`config.mk`:
```
export PLATFORM = sky130hd
export DESIGN_NAME = alu_arbiter
export DESIGN_NICKNAME = d
export VERILOG_FILES = /design/src/rtl/alu_arbiter.sv
export SDC_FILE = /design/constraint.sdc
export NUM_CORES = 1
export LEC_CHECK = 0
export BUFFER_PORTS_ARGS = -buffer_cell sky130_fd_sc_hd__buf_2
export CAP_MARGIN = 40
export CORE_MARGIN = 5
export CORE_UTILIZATION = 40
export DETAILED_ROUTE_END_ITERATION = 8
export PLACE_DENSITY = 0.83
export SYNTH_ARGS = -nofsm -noshare
export SYNTH_HDL_FRONTEND = slang
export SYNTH_SLANG_ARGS = --single-unit
```
`constraint.sdc`:
```
create_clock -name clk -period 1.7 [get_ports clk]
set_input_delay 0.51 -clock clk [delete_from_list [all_inputs] [get_ports clk]]
set_output_delay 0.51 -clock clk [all_outputs]
set_load 0.1 [all_outputs]
```
`src/rtl/alu_arbiter.sv`:
```
// Two-requester front end for a shared combinational ALU.
// A round-robin grant picks one requester in IDLE, its operands are
// registered and presented to the ALU for one EXEC cycle, and the ALU
// result is registered and returned with a one-cycle valid pulse to
// the requester that owns the operation.
//
// state | meaning
// ------+---------------------------------------------------------------
// IDLE  | accepting: ready raised for the granted requester
// EXEC  | operand registers drive the ALU; result captured at cycle end
module alu_arbiter #(
  parameter int PRIO_RESET = 0
) (
  input  logic        clk,
  input  logic        rst,
  input  logic        req0_valid,
  input  logic        req1_valid,
  output logic        req0_ready,
  output logic        req1_ready,
  input  logic [31:0] req0_srcA,
  input  logic [31:0] req1_srcA,
  input  logic [31:0] req0_srcB,
  input  logic [31:0] req1_srcB,
  input  logic [2:0]  req0_ctrl,
  input  logic [2:0]  req1_ctrl,
  output logic [31:0] alu_srcA,
  output logic [31:0] alu_srcB,
  output logic [2:0]  alu_control,
  input  logic [31:0] alu_result_in,
  input  logic        alu_zero_in,
  output logic        rsp0_valid,
  output logic        rsp1_valid,
  output logic [31:0] rsp_result,
  output logic        rsp_zero
);

  localparam logic ST_IDLE = 1'b0;
  localparam logic ST_EXEC = 1'b1;

  // Pointing last_grant at the other requester makes PRIO_RESET win the
  // first contention after reset.
  localparam logic LAST_GRANT_RST = (PRIO_RESET == 0) ? 1'b1 : 1'b0;

  logic        state;
  logic        last_grant;
  logic        owner;
  logic [31:0] op_a;
  logic [31:0] op_b;
  logic [2:0]  op_ctrl;

  logic        grant;
  logic        grant_any;
  logic        hs0;
  logic        hs1;

  // Round-robin choice: a lone requester wins, contention goes to the
  // requester that was not served last.
  always_comb begin
    grant_any = req0_valid | req1_valid;
    grant     = 1'b0;
    if (req0_valid && req1_valid) begin
      grant = ~last_grant;
    end else if (req1_valid) begin
      grant = 1'b1;
    end
  end

  // Readys are suppressed while rst is high so nothing can be accepted
  // during reset even though the state register already reads IDLE.
  always_comb begin
    req0_ready = (state == ST_IDLE) && !rst && grant_any && (grant == 1'b0);
    req1_ready = (state == ST_IDLE) && !rst && grant_any && (grant == 1'b1);
  end

  assign hs0 = req0_valid && req0_ready;
  assign hs1 = req1_valid && req1_ready;

  // The ALU only ever sees registered operands, never live request inputs.
  assign alu_srcA    = op_a;
  assign alu_srcB    = op_b;
  assign alu_control = op_ctrl;

  // Sequencer: latch on handshake, run one EXEC cycle, return the result.
  always_ff @(posedge clk) begin
    if (rst) begin
      state      <= ST_IDLE;
      last_grant <= LAST_GRANT_RST;
      owner      <= 1'b0;
      op_a       <= 32'd0;
      op_b       <= 32'd0;
      op_ctrl    <= 3'd0;
      rsp_result <= 32'd0;
      rsp_zero   <= 1'b0;
      rsp0_valid <= 1'b0;
      rsp1_valid <= 1'b0;
    end else begin
      rsp0_valid <= 1'b0;
      rsp1_valid <= 1'b0;
      case (state)
        ST_IDLE: begin
          if (hs0) begin
            op_a       <= req0_srcA;
            op_b       <= req0_srcB;
            op_ctrl    <= req0_ctrl;
            owner      <= 1'b0;
            last_grant <= 1'b0;
            state      <= ST_EXEC;
          end else if (hs1) begin
            op_a       <= req1_srcA;
            op_b       <= req1_srcB;
            op_ctrl    <= req1_ctrl;
            owner      <= 1'b1;
            last_grant <= 1'b1;
            state      <= ST_EXEC;
          end
        end
        default: begin
          rsp_result <= alu_result_in;
          rsp_zero   <= alu_zero_in;
          rsp0_valid <= (owner == 1'b0);
          rsp1_valid <= (owner == 1'b1);
          state      <= ST_IDLE;
        end
      endcase
    end
  end

endmodule

```
==> impl_metrics.json <==
{
  "status": "finished, violations left",
  "failed_checks": "setup timing",
  "synth_register_bits": 105,
  "first_iter_violations": 522,
  "avgViaCountPerCell": 5.52,
  "synth.yosys.seq_area_share": 0.440,
  "setup_viol": 2,
  "worst_hold_path.num_cells": 3,
  "antenna_found_initial": 3,
  "maximum_buffer_depth_of_the_clock_tree": 2,
  "fp.dieH_um": 119,
  "critPathLaunchType": "flip-flop",
  "detailed_place_hpwl_um": 11300,
  "crit_required_ns": 1.19,
  "layout_min_cycle_time_ns": 1.84,
  "place.detailed.instances": 901,
  "critical_path_peak_fanout": 3,
  "hold_buffers": 0,
  "clk_transition_reported_paths_ns": 0.08,
  "layout.filler_cells": 1061,
  "cell_area_after_placement_um2": 6420,
  "power_per_cell_area_nw_per_um2": 1250,
  "arrival_time_at_the_worst_endpoint_ns": 1.33,
  "tritoncts_num_sinks": 105,
  "cts_tree": "done",
  "placementRows": 40,
  "grt_usage": 0.216,
  "io_count": 275,
  "timing.fmax_mhz": 542,
  "synthCells": 523,
  "layout.cell_area.non_filler_um2": 6810,
  "period_share": 1.08,
  "maxCapViolCount": 0,
  "timing.max_slew.rel_slack": 0.568,
  "syn_std_cell_area_um2": 4780,
  "port_buffers": 274,
  "routedWlPerCell_um": 18.0,
  "timing.hold.worst.class": "in -> reg",
  "detail_route.first_pass.iterations": 5,
  "initial_core_util": 0.403,
  "r2r_cells": 5,
  "yosys.cell_types.count": 22,
  "finalNetCount": 940,
  "fin_worst_skew_ns": 0.0103,
  "drive_above_1_share": 0.426,
  "ant_nets": 0,
  "htree_num_levels": 3,
  "critPathCaptureType": "output port",
  "die-width_um": 119,
  "timing.setup.critical_path_class": "reg -> out",
  "clkLatencyLatePin_ns": 0.34,
  "multi_input_gate_area_um2": 2430,
  "grt-ovfl-total": 0,
  "ys.warnings.count": 0,
  "worst_slew_pin_slew_ns": 0.648,
  "grt_max_degree": 105,
  "grt_first_pass_wirelength_um": 25400,
  "clock_tree.root_cell": "clkbuf_16",
  "ir_worst_vdd_v": 0.000588,
  "gp_routability_congestion": 0.842,
  "rsz0062_at_grt": "yes",
  "layout.area.seq_um2": 2100,
  "fin_util": 0.574,
  "mostFrequentLayoutCells": "272 x buf_2, 103 x dfxtp_1, 67 x nand2b_1, 67 x a311oi_1, 67 x a22oi_1",
  "synth_fp_nets": 694,
  "route.final.wire_length_um": 16600,
  "avg_cell_area_syn_um2": 9.14,
  "core-area_um2": 11900,
  "dieArea_um2": 14200,
  "worst_slack_ns": -0.144,
  "dpl_worst_slack_ns": -0.196,
  "report.final.slew_viol_count": 0,
  "leakage_power_of_the_design_nw": 3.06,
  "grt_pass1_vias": 5011,
  "cts-buffers-inserted": 9,
  "timing.final.hold_violations": 0,
  "area_delta_synth_final_pct": 42.5,
  "most_common_cell_after_layout_fill_and_taps_aside": "buf_2",
  "drc": 0,
  "vias": 5094,
  "fin_cells": 923
}
==> metal layers <==
metal,global-route usage,share of wire,vias to the layer above
li1,-,-,2464
met1,0.271,0.41,2366
met2,0.372,0.50,237
met3,0.0503,0.071,25
met4,0.0587,0.016,2
met5,0,0.00042,-
==> cells in the mapped netlist <==
| cell type | instances | area [um2] |
|---|---|---|
| o21ai_0 | 65 | 325 |
| nor3_1 | 1 | 5.00 |
| nor3b_1 | 1 | 7.51 |
| a22oi_1 | 67 | 503 |
| nand3_1 | 1 | 5.00 |
| a311oi_1 | 67 | 587 |
| nand2b_1 | 68 | 425 |
| or2_1 | 1 | 6.26 |
| clkbuf_1 | 46 | 173 |
| nor2_1 | 36 | 135 |
| and3b_1 | 1 | 8.76 |
| o21ai_1 | 5 | 25.0 |
| buf_2 | 12 | 60.1 |
| buf_1 | 4 | 15.0 |
| inv_1 | 3 | 11.3 |
| mux2i_1 | 33 | 330 |
| and2b_1 | 1 | 7.51 |
| a21oi_1 | 1 | 5.00 |
| nand2_1 | 1 | 3.75 |
| dfxtp_1 | 105 | 2100 |
| buf_6 | 3 | 33.8 |
| clkbuf_2 | 1 | 5.00 |
==> worst paths after layout <==
path,slack (ns),from,end
setup / recovery,-0.14,state,req0_ready
hold / removal,0.41,alu_result_in[29],rsp_result[29]
hold reg to reg,0.45,owner,rsp0_valid
setup reg to reg,0.15,state,alu_srcA[0]
==> timing repair <==
action / CTS / global route
gates cloned: 0 / 0
pin swaps: 2 / 2
resized for setup: 3 / 0
setup endpoints to repair: 2 / 2
endpoints found under the hold margin: 0 / 0
buffers inserted: 2 / 2
==> registers in the layout (all words and copies together), names as in the netlist <==
name / count
alu_srcB: 32
rsp_zero: 1
rsp0_valid: 1
alu_srcA: 32
last_grant: 1
rsp_result: 32
alu_control: 3
state: 1
rsp1_valid: 1
owner: 1
==> report_power, final <==
group	leakage, nW	internal [mW]	total, mW	switching, mW
registers	0.874	2.73	2.86	0.131
clock network	0.168	1.34	2.35	1.02
logic	2.02	0.710	3.31	2.60
==> cells by family after synthesis <==
group / Yosys count / synth area share
AO/OA/AOI/OAI: 205 / 0.302
AND/OR/NAND/NOR: 111 / 0.126
flip-flops: 105 / 0.440
buffers and inverters: 69 / 0.0623
multiplexers: 33 / 0.0691
==> layout make-up <==
class	instances	area share
Multi-Input combinational cell	349	0.356
Sequential cell	105	0.309
Timing Repair Buffer	301	0.254
Clock buffer	9	0.0331
Tap cell	147	0.0270
Clock inverter	7	0.0178
Inverter	3	0.00220
Antenna cell	2	0.000735
==> through the flow <==
step / hold WS (ns) / power (mW) / setup TNS (ns)
floorplan: 0.406 / 5.50 / -0.792
global placement: 0.437 / 6.18 / -1.00
detailed placement: 0.435 / 6.21 / -2.17
CTS: 0.399 / 8.58 / -0.219
global route: 0.408 / 8.84 / -0.306
finish: 0.408 / 8.52 / -0.199
==> worst max-delay path: stages (launching register included) <==
cell and delay [ns]:
dfxtp_2 0.34, or2_4 0.25, nor3_4 0.21, buf_12 0.20
(Power assumes the default switching activity.)
